==> config.mk <==
export PLATFORM = sky130hd
export DESIGN_NAME = unidade_controle_multiciclo
export DESIGN_NICKNAME = d
export VERILOG_FILES = /design/src/rtl/controle_pkg.sv /design/src/rtl/controle_quantum.sv /design/src/rtl/unidade_controle_multiciclo.sv
export SDC_FILE = /design/constraint.sdc
export NUM_CORES = 1
export LEC_CHECK = 0
export ABC_AREA = 1
export CAP_MARGIN = 30
export CELL_PAD_IN_SITES_DETAIL_PLACEMENT = 0
export CELL_PAD_IN_SITES_GLOBAL_PLACEMENT = 1
export CORE_AREA = 3 3 85 95
export CTS_CLUSTER_SIZE = 30
export DETAILED_ROUTE_END_ITERATION = 10
export DIE_AREA = 0 0 88 98
export GPL_TIMING_DRIVEN = 0
export PLACE_DENSITY = 0.75
export RECOVER_POWER = 100
export SLEW_MARGIN = 30
export SYNTH_ARGS = -nofsm -noshare
export SYNTH_HDL_FRONTEND = slang
export SYNTH_SLANG_ARGS = --single-unit
==> constraint.sdc <==
create_clock -name clock -period 1.7 [get_ports clock]
set_clock_uncertainty 0.15 [all_clocks]
set_input_delay 0.255 -clock clock [delete_from_list [all_inputs] [get_ports clock]]
set_output_delay 0.255 -clock clock [all_outputs]
set_load 0.05 [all_outputs]
==> src/rtl/controle_pkg.sv <==
// Opcode map, ctrl bundle layout, FSM states and the opcode -> ctrl decode shared by
// unidade_controle_multiciclo and its submodules.
package controle_pkg;

    localparam logic [31:0] OP_ADD       = 32'd0;
    localparam logic [31:0] OP_SUB       = 32'd1;
    localparam logic [31:0] OP_MUL       = 32'd2;
    localparam logic [31:0] OP_DIV       = 32'd3;
    localparam logic [31:0] OP_AND       = 32'd4;
    localparam logic [31:0] OP_OR        = 32'd5;
    localparam logic [31:0] OP_XOR       = 32'd6;
    localparam logic [31:0] OP_NOT       = 32'd7;
    localparam logic [31:0] OP_SLT       = 32'd8;
    localparam logic [31:0] OP_SLL       = 32'd9;
    localparam logic [31:0] OP_SRL       = 32'd10;
    localparam logic [31:0] OP_ADDI      = 32'd11;
    localparam logic [31:0] OP_SUBI      = 32'd12;
    localparam logic [31:0] OP_LI        = 32'd13;
    localparam logic [31:0] OP_LW        = 32'd14;
    localparam logic [31:0] OP_SW        = 32'd15;
    localparam logic [31:0] OP_BEQ       = 32'd16;
    localparam logic [31:0] OP_BNE       = 32'd17;
    localparam logic [31:0] OP_J         = 32'd18;
    localparam logic [31:0] OP_JR        = 32'd19;
    localparam logic [31:0] OP_JAL       = 32'd20;
    localparam logic [31:0] OP_IN        = 32'd21;
    localparam logic [31:0] OP_OUT       = 32'd22;
    localparam logic [31:0] OP_PREEMPON  = 32'd23;
    localparam logic [31:0] OP_HLT       = 32'd24;
    localparam logic [31:0] OP_FINALIZE  = 32'd25;
    localparam logic [31:0] OP_NOP       = 32'd26;
    localparam logic [31:0] OP_PREEMPOFF = 32'd27;
    localparam logic [31:0] OP_HDTOREG   = 32'd28;
    localparam logic [31:0] OP_HDTOINST  = 32'd29;
    localparam logic [31:0] OP_MOV       = 32'd30;
    localparam logic [31:0] OP_REGTOHD   = 32'd31;

    // ctrl layout: alu_op[3:0], io[5:4], write_src[7:6], then single-bit flags
    localparam int unsigned CTRL_W      = 20;
    localparam int unsigned ALUOP_O     = 0;
    localparam int unsigned IO_O        = 4;
    localparam int unsigned WSRC_O      = 6;
    localparam int unsigned ALUSRC_B    = 8;
    localparam int unsigned BRANCH_B    = 9;
    localparam int unsigned RDIV_B      = 10;
    localparam int unsigned MEMREAD_B   = 11;
    localparam int unsigned HDREAD_B    = 12;
    localparam int unsigned JUMP_B      = 13;
    localparam int unsigned JUMPR_B     = 14;
    localparam int unsigned JLINK_B     = 15;
    localparam int unsigned REGWRITE_B  = 16;
    localparam int unsigned MEMWRITE_B  = 17;
    localparam int unsigned HDWRITE_B   = 18;
    localparam int unsigned INSTWRITE_B = 19;

    // Fields only allowed to be nonzero on the commit strobe
    localparam logic [CTRL_W-1:0] COMMIT_MASK = 20'hFE000;

    localparam logic [3:0] ALU_ADD  = 4'd0;
    localparam logic [3:0] ALU_SUB  = 4'd1;
    localparam logic [3:0] ALU_DIV  = 4'd3;
    localparam logic [3:0] ALU_PASS = 4'd11;
    localparam logic [3:0] ALU_SEQ  = 4'd12;
    localparam logic [3:0] ALU_SNE  = 4'd13;

    localparam logic [1:0] IO_IN    = 2'd1;
    localparam logic [1:0] IO_OUT   = 2'd2;
    localparam logic [1:0] WS_MEM   = 2'd1;
    localparam logic [1:0] WS_IO    = 2'd2;
    localparam logic [1:0] WS_LINK  = 2'd3;

    typedef enum logic [2:0] {
        StFetch, StDecode, StExec, StWait, StCommit, StHalt, StDone, StPreempt
    } state_e;

    typedef enum logic [2:0] {WaitNone, WaitDiv, WaitIn, WaitOut, WaitMem} wait_e;

    function automatic logic [CTRL_W-1:0] decode_ctrl(input logic [31:0] op,
                                                      input logic at_commit);
        logic [CTRL_W-1:0] c;
        c = '0;
        case (op)
            OP_ADD, OP_SUB, OP_MUL, OP_AND, OP_OR, OP_XOR, OP_NOT, OP_SLT, OP_SLL,
            OP_SRL: begin
                c[ALUOP_O +: 4] = op[3:0];
                c[REGWRITE_B]   = 1'b1;
            end
            OP_DIV: begin
                c[ALUOP_O +: 4] = ALU_DIV;
                c[RDIV_B]       = 1'b1;
                c[REGWRITE_B]   = 1'b1;
            end
            OP_ADDI, OP_SUBI, OP_LI: begin
                c[ALUOP_O +: 4] = (op == OP_ADDI) ? ALU_ADD : (op == OP_SUBI) ? ALU_SUB : ALU_PASS;
                c[ALUSRC_B]     = 1'b1;
                c[REGWRITE_B]   = 1'b1;
            end
            OP_MOV: begin
                c[ALUOP_O +: 4] = ALU_PASS;
                c[REGWRITE_B]   = 1'b1;
            end
            OP_LW: begin
                c[ALUSRC_B]     = 1'b1;
                c[MEMREAD_B]    = 1'b1;
                c[WSRC_O +: 2]  = WS_MEM;
                c[REGWRITE_B]   = 1'b1;
            end
            OP_SW: begin
                c[ALUSRC_B]     = 1'b1;
                c[MEMWRITE_B]   = 1'b1;
            end
            OP_BEQ, OP_BNE: begin
                c[ALUOP_O +: 4] = (op == OP_BEQ) ? ALU_SEQ : ALU_SNE;
                c[BRANCH_B]     = 1'b1;
            end
            OP_J:  c[JUMP_B]  = 1'b1;
            OP_JR: c[JUMPR_B] = 1'b1;
            OP_JAL: begin
                c[JUMP_B]       = 1'b1;
                c[JLINK_B]      = 1'b1;
                c[WSRC_O +: 2]  = WS_LINK;
                c[REGWRITE_B]   = 1'b1;
            end
            OP_IN: begin
                c[IO_O +: 2]    = IO_IN;
                c[WSRC_O +: 2]  = WS_IO;
                c[REGWRITE_B]   = 1'b1;
            end
            OP_OUT: c[IO_O +: 2] = IO_OUT;
            OP_HDTOREG: begin
                c[HDREAD_B]     = 1'b1;
                c[WSRC_O +: 2]  = WS_MEM;
                c[REGWRITE_B]   = 1'b1;
            end
            OP_REGTOHD: c[HDWRITE_B] = 1'b1;
            OP_HDTOINST: begin
                c[HDREAD_B]     = 1'b1;
                c[INSTWRITE_B]  = 1'b1;
            end
            default: c = '0;
        endcase
        if (!at_commit) c &= ~COMMIT_MASK;
        return c;
    endfunction

    function automatic wait_e wait_sel(input logic [31:0] op);
        case (op)
            OP_DIV:                                              return WaitDiv;
            OP_IN:                                               return WaitIn;
            OP_OUT:                                              return WaitOut;
            OP_LW, OP_SW, OP_HDTOREG, OP_REGTOHD, OP_HDTOINST:   return WaitMem;
            default:                                             return WaitNone;
        endcase
    endfunction

endpackage

==> src/rtl/controle_quantum.sv <==
// Preemption quantum: retired-instruction counter saturating at QUANTUM plus the enable flag.
module controle_quantum #(
    parameter int unsigned QUANTUM_W = 16,
    parameter int unsigned QUANTUM   = 1000
) (
    input  logic clock,
    input  logic reset_n,
    input  logic inc,
    input  logic clear,
    input  logic set,
    input  logic unset,
    output logic preempt_en,
    output logic expired
);

    localparam logic [QUANTUM_W-1:0] Limit = QUANTUM_W'(QUANTUM);

    logic                 en_q;
    logic [QUANTUM_W-1:0] count_q;

    always_ff @(posedge clock or negedge reset_n) begin
        if (!reset_n) begin
            en_q    <= 1'b0;
            count_q <= '0;
        end else if (set) begin
            // Re-enabling while already enabled restarts the quantum
            en_q    <= 1'b1;
            count_q <= '0;
        end else if (unset) begin
            en_q    <= 1'b0;
        end else if (clear) begin
            count_q <= '0;
        end else if (inc && en_q && count_q != Limit) begin
            count_q <= count_q + 1'b1;
        end
    end

    assign preempt_en = en_q;
    assign expired    = en_q && (count_q == Limit);

endmodule

==> src/rtl/unidade_controle_multiciclo.sv <==
// Multi-cycle control unit: FETCH/DECODE/EXEC/WAIT/COMMIT sequencing with handshakes.
// Define CTRL_RETIRE_CNT_EN to add the retired_count output.
module unidade_controle_multiciclo
    import controle_pkg::*;
#(
    parameter int unsigned OPCODE_W  = 5,
    parameter int unsigned QUANTUM_W = 16,
    parameter int unsigned QUANTUM   = 1000
) (
    input  logic                clock,
    input  logic                reset_n,
    input  logic                instr_valid,
    input  logic [OPCODE_W-1:0] instr_opcode,
    output logic                instr_ready,
    output logic [CTRL_W-1:0]   ctrl,
    output logic                commit,
    input  logic                div_done,
    input  logic                io_in_valid,
    input  logic                io_out_ready,
    input  logic                mem_ready,
    input  logic                resume,
    input  logic                preempt_ack,
`ifdef CTRL_RETIRE_CNT_EN
    output logic [31:0]         retired_count,
`endif
    output logic                preempt_req,
    output logic                preempt_en,
    output logic                halted,
    output logic                finished,
    output logic                busy
);

    state_e              state_q, state_d;
    logic [OPCODE_W-1:0] opcode_q;
    logic [31:0]         op_ext;
    logic                wait_done;
    logic                expired;
    logic                q_inc, q_clear, q_set, q_unset;

    assign op_ext = 32'(opcode_q);

    always_ff @(posedge clock or negedge reset_n) begin
        if (!reset_n) begin
            state_q  <= StFetch;
            opcode_q <= OPCODE_W'(OP_NOP);
        end else begin
            state_q <= state_d;
            if (instr_valid && instr_ready) opcode_q <= instr_opcode;
        end
    end

    always_comb begin
        wait_done = 1'b0;
        case (wait_sel(op_ext))
            WaitDiv: wait_done = div_done;
            WaitIn:  wait_done = io_in_valid;
            WaitOut: wait_done = io_out_ready;
            WaitMem: wait_done = mem_ready;
            default: wait_done = 1'b0;
        endcase
    end

    always_comb begin
        state_d     = state_q;
        ctrl        = '0;
        commit      = 1'b0;
        instr_ready = 1'b0;
        preempt_req = 1'b0;
        q_inc       = 1'b0;
        q_clear     = 1'b0;
        q_set       = 1'b0;
        q_unset     = 1'b0;
        case (state_q)
            StFetch: begin
                if (expired) begin
                    preempt_req = 1'b1;
                    state_d     = StPreempt;
                end else begin
                    instr_ready = 1'b1;
                    if (instr_valid) state_d = StDecode;
                end
            end
            StDecode: begin
                ctrl    = decode_ctrl(op_ext, 1'b0);
                state_d = StExec;
            end
            StExec: begin
                ctrl = decode_ctrl(op_ext, 1'b0);
                if (op_ext == OP_HLT)                 state_d = StHalt;
                else if (op_ext == OP_FINALIZE)       state_d = StDone;
                else if (wait_sel(op_ext) != WaitNone) state_d = StWait;
                else                                  state_d = StCommit;
            end
            StWait: begin
                ctrl = decode_ctrl(op_ext, 1'b0);
                if (wait_done) state_d = StCommit;
            end
            StCommit: begin
                ctrl    = decode_ctrl(op_ext, 1'b1);
                commit  = 1'b1;
                q_inc   = 1'b1;
                q_set   = (op_ext == OP_PREEMPON);
                q_unset = (op_ext == OP_PREEMPOFF);
                state_d = StFetch;
            end
            StHalt: begin
                if (resume) state_d = StFetch;
            end
            StDone: state_d = StDone;
            StPreempt: begin
                preempt_req = 1'b1;
                if (preempt_ack) begin
                    q_clear = 1'b1;
                    state_d = StFetch;
                end
            end
            default: state_d = StFetch;
        endcase
    end

    assign halted   = (state_q == StHalt);
    assign finished = (state_q == StDone);
    assign busy     = !(state_q inside {StFetch, StHalt, StDone});

    controle_quantum #(
        .QUANTUM_W (QUANTUM_W),
        .QUANTUM   (QUANTUM)
    ) u_quantum (
        .clock      (clock),
        .reset_n    (reset_n),
        .inc        (q_inc),
        .clear      (q_clear),
        .set        (q_set),
        .unset      (q_unset),
        .preempt_en (preempt_en),
        .expired    (expired)
    );

`ifdef CTRL_RETIRE_CNT_EN
    logic [31:0] retired_q;

    always_ff @(posedge clock or negedge reset_n) begin
        if (!reset_n)    retired_q <= '0;
        else if (commit) retired_q <= retired_q + 32'd1;
    end

    assign retired_count = retired_q;
`endif

endmodule
==> reports/results.txt, run 1 <==
Syn-to-layout area delta -> 73.0%
Gr ovfl total -> 0
Drt wl/cell -> 14.6 um
Highest Clock Rate -> 411 MHz
Relative slew slack -> 55.1%
Core Area -> 7090 um2
Met3 Use GR -> 1.94%
Rows -> 32
Ys async rst share -> 100%
Post-route cell area -> 4150 um2
Area leader, netlist -> dfrtp_1
Vias -> 2,864
Num CTS Buffers -> 3
Hold Path Class -> in2reg
First-pass GRT wire length -> 13.8 mm
Largest net degree at the start of global routing -> 26
Post-Route WL -> 8.15 mm
Die Area -> 8620 um2
Placed cell area -> 3080 um2
Port buffer count -> 40
Cells after Synth -> 375
CTS tree -> built
Synth cell types -> 35
Total iterations of the first detailed-routing run -> 4
Synth top area share -> 23.0%
Antenna violation net count after detailed routing -> 0
RSZ-0062 raised after global routing -> true
Critical Path Sink Type -> output pin
Critical path startpoint -> opcode_q[1]$_DFFE_PN1P_
Mapped cell area -> 2400 um2
Vias in the first global route -> 2,944
Ports -> 41
Reg-to-Reg Start -> opcode_q[1]$_DFFE_PN1P_
Nets -> 495
Worst Setup EP -> ctrl[1]
GP Congestion -> 0.883
Final setup vio count -> 43
Worst-path clk slew -> 0.10 ns
Layer with the highest usage -> met2
Initial Util -> 33.8%
Number of remaining DRC errors -> 0
Critical path class -> reg2out
Initial DRC count -> 54
Clk_lat worst skew -> 0.28 ns
Hold Vio Cnt, Final -> 0
GR Util All Layers -> 19.7%
CTS Buffer Depth -> 2
Met2 GRT Util -> 36.6%
Critical Path RT -> 1.29 ns
Post-synth EDFFs -> 0
Final WS setup -> -0.736 ns
Sequential cell area fraction in the yosys report -> 26.3%
Reg2Reg Depth -> 11
Final Cycle Share -> 143%
R2R Setup Slk -> -0.42 ns
Clock Root Buffer -> clkbuf_8
Synth Net Count -> 396
Worst-Margin Slew -> 0.674 ns
Main synth FF type -> dfrtp_1
Fill count -> 663
Leakage dissipation -> 1.91 nW
Final hold slack -> 0.347 ns
Run status -> complete, but fails checks
Die Span X -> 88 um
Layout cells sized above 1 -> 51.2%
Peak supply drop -> 0.000427 V
Max Transition Viols Final -> 0
Commonest cells in the synthesized netlist -> 92 x nand2_1, 51 x nand3_1, 47 x inv_1
Mean Syn Cell Area -> 6.39 um2
Die Height -> 98 um
Initial antenna violation count -> 0
Register bit total from synthesis -> 25
Worst Setup Start Kind -> register
Failing checks -> setup timing
Top post-synthesis cells by area -> dfrtp_1 23%, nand2_1 14%, nand3_1 11%, inv_1 7.4%, nor2_1 7.2%
P per Cell Area -> 1510 nW/um2
Top-count cell post-synth -> nand2_1
CP Max Fanout -> 6
Max Cap Viol -> 0
Total power -> 6.28 mW
Worst Path Arrival -> 2.03 ns
Drt via density -> 5.13
Reg2reg end -> u_quantum.count_q[7]$_DFFE_PN0P_
N_diodes -> 0
Met1 Resource Use GR -> 23.2%
Number of clock sinks -> 25
Synth warnings -> 0
H-tree levels -> 1
Min Tclk post-route -> 2.44 ns
Post-DP HPWL -> 5.52 mm
Place WS -> -1.13 ns
routing by layer:
metal	wire, um	vias to the layer above	part of all wire [%]
met5	0	-	0
met2	4430	56	54
met3	250	15	3.1
met4	178	0	2.2
met1	3290	1367	40
li1	-	1426	-
worst max-delay path, cell delays in order (launching register included):
cell and delay (ns):
dfstp_2 0.63, buf_4 0.15, ha_4 0.18, nand2_1 0.07, nand4_1 0.17, buf_4 0.15
nand3_2 0.06, a22oi_2 0.16, buf_6 0.18
cells by family after synthesis:
kind of cell             count (synthesis)  share of synthesized area (%)
AND/OR/NAND/NOR                        248                           49.2
buffers and inverters                   63                           11.1
flip-flops                              25                           26.3
XOR/XNOR                                 1                          0.365
AO/OA/AOI/OAI                           31                           9.50
adder cells (fa/ha/maj)                  7                           3.65
layout by cell type (no fill, tap or decap), drive strengths merged, types with 2 or more instances in the layout:
| master | Yosys | routed |
|---|---|---|
| a21oi | 5 | 5 |
| a22oi | 4 | 4 |
| buf | 6 | 82 |
| bufbuf | 0 | 3 |
| clkbuf | 2 | 7 |
| clkdlybuf4s50 | 0 | 12 |
| clkinvlp | 0 | 2 |
| dfrtp | 22 | 22 |
| dfstp | 3 | 3 |
| ha | 7 | 7 |
| inv | 54 | 53 |
| nand2 | 109 | 109 |
| nand3 | 53 | 53 |
| nand4 | 21 | 21 |
| nor2 | 54 | 54 |
| nor3 | 7 | 7 |
| o21ai | 18 | 18 |
| or2 | 2 | 2 |
flip-flops by register name, summed over array words and instances (netlist names):
name	flops
state_q	3
opcode_q	5
u_quantum.preempt_en	1
u_quantum.count_q	16
repair_timing:
item / 4_1_cts / 5_1_grt
pin swaps: 23 / 24
cloned: 3 / 0
resized for setup: 251 / 62
hold buffers: 1 / 0
hold endpoints to repair: 22 / 0
setup endpoints to repair: 52 / 52
setup buffers: 39 / 13
stage by stage:
step                      instances  setup TNS [ns]  util [%]
after floorplan                 375           -7.55         -
after global placement          500          -29.50      43.5
after detailed placement        500          -26.95      43.4
after CTS                       547          -16.48      54.0
after global routing            558          -21.29      58.5
final                           558          -17.44      58.5
final cells by class:
| type | instances | area [um2] | share of cell area [%] |
|---|---|---|---|
| well taps | 85 | 106 | 2.56 |
| clock buffers | 3 | 41.3 | 0.996 |
| flip-flops and latches | 25 | 637 | 15.4 |
| multi-input cells | 287 | 2000 | 48.3 |
| plain buffers | 8 | 101 | 2.44 |
| inverters | 55 | 235 | 5.67 |
| repair buffers | 94 | 1010 | 24.4 |
| clock inverters | 1 | 7.51 | 0.181 |
how the worst min path moves through the flow:
stage | from | endpoint | slack [ns] | cells after the start
2_1_floorplan | reset_n | opcode_q[0]$_DFFE_PN0P_ | -0.19 | 0
6_report | instr_opcode[3] | opcode_q[3]$_DFFE_PN1P_ | 0.35 | 3
4_1_cts | instr_opcode[3] | opcode_q[3]$_DFFE_PN1P_ | 0.35 | 3
3_5_place_dp | reset_n | u_quantum.count_q[11]$_DFFE_PN0P_ | 0.14 | 1
3_3_place_gp | u_quantum.count_q[15]$_DFFE_PN0P_ | u_quantum.count_q[15]$_DFFE_PN0P_ | 0.35 | 2
5_1_grt | instr_opcode[3] | opcode_q[3]$_DFFE_PN1P_ | 0.35 | 3
power breakdown:
group	leakage [nW]	internal, mW	switching [mW]
clock	0.0217	0.166	0.207
combinational	1.57	2.12	2.83
sequential	0.321	0.765	0.193
Power figures use the tool's default switching activity.
==> run 2, diff against run 1 <==
--- a/config.mk
+++ b/config.mk
@@ -5,14 +5,13 @@
 export SDC_FILE = /design/constraint.sdc
 export NUM_CORES = 1
 export LEC_CHECK = 0
-export ABC_AREA = 1
 export CAP_MARGIN = 30
 export CELL_PAD_IN_SITES_DETAIL_PLACEMENT = 0
 export CELL_PAD_IN_SITES_GLOBAL_PLACEMENT = 1
-export CORE_AREA = 3 3 85 95
+export CORE_AREA = 3 3 79 88
 export CTS_CLUSTER_SIZE = 30
 export DETAILED_ROUTE_END_ITERATION = 10
-export DIE_AREA = 0 0 88 98
+export DIE_AREA = 0 0 82 91
 export GPL_TIMING_DRIVEN = 0
 export PLACE_DENSITY = 0.75
 export RECOVER_POWER = 100
==> reports/results.txt, run 2 <==
Final hold slack -> 0.380 ns (+0.0328 ns)
Top post-synthesis cells by area -> dfrtp_1 26%, xnor2_1 5.8%, nor2_1 5.1%, ha_1 4.1%, nand2_1 3.9%
Critical path class -> reg2out
GP Congestion -> 0.805 (-8.9%)
N_diodes -> 0 (unchanged)
Die Height -> 91 um (-7.1%)
Gr ovfl total -> 0 (unchanged)
Area leader, netlist -> dfrtp_1
Min Tclk post-route -> 2.74 ns (+0.300 ns)
Top flop regs -> u_quantum.count_q (16), opcode_q (5), state_q (3)
Failing checks -> setup timing
Register bit total from synthesis -> 25 (unchanged)
Critical Path RT -> 1.29 ns (about the same)
Synth cell types -> 58 (+66%)
Layout cells sized above 1 -> 59.9% (+8.7 points)
Post-synth EDFFs -> 0 (unchanged)
Post-route cell area -> 4210 um2 (+1.5%)
Drt wl/cell -> 16.9 um (+15%)
Synth top area share -> 25.9% (+3.0 points)
H-tree levels -> 1 (unchanged)
Syn-to-layout area delta -> 98.3%
Most common cell after layout, fill and taps aside -> buf_6
Total iterations of the first detailed-routing run -> 4 (unchanged)
Final setup vio count -> 50 (+16%)
GR Util All Layers -> 19.3% (-0.37 points)
Placed cell area -> 2990 um2 (-2.8%)
Peak supply drop -> 0.000353 V (-17%)
Drt via density -> 5.23 (+1.9%)
Number of remaining DRC errors -> 0 (unchanged)
Max Transition Viols Final -> 0 (unchanged)
Vias -> 2,375 (-17%)
P per Cell Area -> 236 nW/um2 (-84%)
Synth warnings -> 0 (unchanged)
Main synth FF type -> dfrtp_1
Mapped cell area -> 2120 um2 (-11%)
Ports -> 41 (unchanged)
Clock Root Buffer -> clkbuf_8
Layout Cells excl Fill -> 454 (-19%)
Reg2Reg Depth -> 12 (+1)
Highest Clock Rate -> 366 MHz (-11%)
Num CTS Buffers -> 3 (unchanged)
Largest net degree at the start of global routing -> 26 (unchanged)
Initial Util -> 34.5% (+0.64 points)
Post-DP HPWL -> 4.60 mm (-17%)
Sequential cell area fraction in the yosys report -> 29.7% (+3.4 points)
Antenna violation net count after detailed routing -> 0 (unchanged)
CTS tree -> built
Post-Route WL -> 7.65 mm (-6.1%)
Initial DRC count -> 106 (+96%)
Worst-Margin Slew -> 0.631 ns (-0.0425 ns)
Rows -> 30 (-6.3%)
Commonest cells in the synthesized netlist -> 29 x nor2_1, 22 x dfrtp_1, 22 x nand2_1
Die Area -> 7460 um2 (-13%)
RSZ-0062 raised after global routing -> true
Run status -> complete, but fails checks
Cells after Synth -> 256 (-32%)
Worst Setup Start Kind -> register
Leakage dissipation -> 1.72 nW (-9.9%)
Synth Net Count -> 277 (-30%)
Worst Path Arrival -> 2.33 ns (+0.30 ns)
Ys async rst share -> 100% (unchanged)
Clk_lat worst skew -> 0.26 ns (-0.02 ns)
Critical Path Sink Type -> output pin
CTS Buffer Depth -> 2 (unchanged)
Worst-path clk slew -> 0.09 ns (about the same)
Relative slew slack -> 57.9% (+2.8 points)
First-pass GRT wire length -> 11.4 mm (-17%)
Final WS setup -> -1.04 ns (-0.300 ns)
Mean Syn Cell Area -> 8.29 um2 (+30%)
Port buffer count -> 40 (unchanged)
Hold Path Class -> in2async
Fill count -> 471 (-29%)
Final Cycle Share -> 161% (+18 points)
Vias in the first global route -> 2,233 (-24%)
Nets -> 396 (-20%)
Place WS -> -1.42 ns (-0.285 ns)
Top-count cell post-synth -> nor2_1
Most flops, register -> u_quantum.count_q
Core Area -> 6160 um2 (-13%)
Initial antenna violation count -> 0 (unchanged)
Max reg flops -> 16 (unchanged)
CP Max Fanout -> 3 (-3)
Die Span X -> 82 um (-6.8%)
Most used cells in the layout excluding fill and tap cells -> 50 x buf_6, 41 x buf_4, 18 x dfrtp_1
Max Cap Viol -> 0 (unchanged)
Hold Vio Cnt, Final -> 0 (unchanged)
Cells after DPL -> 376 (-25%)
Number of clock sinks -> 25 (unchanged)
-- run 2: changes by cell type in the layout (fill, tap and decap cells not counted), moves of 12 or more --
cell     change
buf_6       +25
inv_1       -22
nand2_1     -60
nand2_2     -23
nand3_1     -28
nand4_1     -19
nor2_1      -12
o21ai_2     -13
xnor2_1     +14
-- run 2: per-layer routing --
layer	share of wire (%)	vias up	global-route usage [%]
met5	0	-	0
met3	4.3	10	3.37
met1	43	1161	28.3
met2	51	54	30.3
li1	-	1150	-
met4	1.3	0	2.22
-- run 2: layout make-up --
type                            instances  area [um2]  share of cell area (%)
Multi-Input combinational cell        203        2000                    47.6
Timing Repair Buffer                  116        1200                    28.5
Sequential cell                        25         634                    15.1
Buffer                                 11         150                    3.57
Tap cell                               80         100                    2.38
Inverter                               15        77.6                    1.84
Clock buffer                            4        45.0                    1.07
-- run 2: kinds of logic after synthesis --
family                     Yosys count  synth area share, %
adders and majority gates            7                 4.13
xor gates and xnor gates            14                 5.78
buffers and inverters               28                 6.84
AOI/OAI and AO/OA                   51                 15.4
muxes                                6                 3.12
and+or+nand+nor                    125                 35.0
DFF                                 25                 29.7
-- run 2: where the power goes --
group	total, mW	switching, mW	internal [mW]
registers	0.594	0	0.594
logic	0.0483	0.0204	0.0278
clock network	0.349	0.182	0.167
total	0.992	0.202	0.790
-- run 2: worst max-delay path, cell delays in order (launching register included) --
cell and delay (ns):
dfstp_2 0.58, inv_2 0.07, ha_4 0.16, or3_1 0.39, a21oi_2 0.21, nor2_1 0.11, o221ai_4 0.21, buf_6 0.14
a31oi_4 0.03, buf_6 0.16
-- run 2: final timing paths --
path	start	to	slack (ns)
min in group clock	u_quantum.count_q[15]$_DFFE_PN0P_	u_quantum.count_q[15]$_DFFE_PN0P_	0.43
min reg2reg	u_quantum.count_q[15]$_DFFE_PN0P_	u_quantum.count_q[15]$_DFFE_PN0P_	0.43
max reg2reg	opcode_q[1]$_DFFE_PN1P_	state_q[2]$_DFFE_PN0P_	-0.83
min	reset_n	u_quantum.count_q[4]$_DFFE_PN0P_	0.38
max in group asynchronous	reset_n	opcode_q[0]$_DFFE_PN0P_	0.57
max	opcode_q[1]$_DFFE_PN1P_	ctrl[1]	-1.04
-- run 2: what timing repair did --
item / 4_1_cts / 5_1_grt
pin swaps: 19 / 26
cloned: 0 / 2
hold buffers: 1 / 0
endpoints found under the setup margin: 52 / 51
endpoints found under the hold margin: 22 / 0
resized for setup: 233 / 90
buffers inserted: 37 / 43
-- run 2: metrics by stage --
stage / util, % / power [mW] / TNS, ns
2_1_floorplan: - / 0.608 / -11.07
3_3_place_gp: 48.7 / 0.652 / -41.15
3_5_place_dp: 48.6 / 0.651 / -38.02
4_1_cts: 59.0 / 1.01 / -22.43
5_1_grt: 68.4 / 1.04 / -28.70
6_report: 68.4 / 0.992 / -24.95
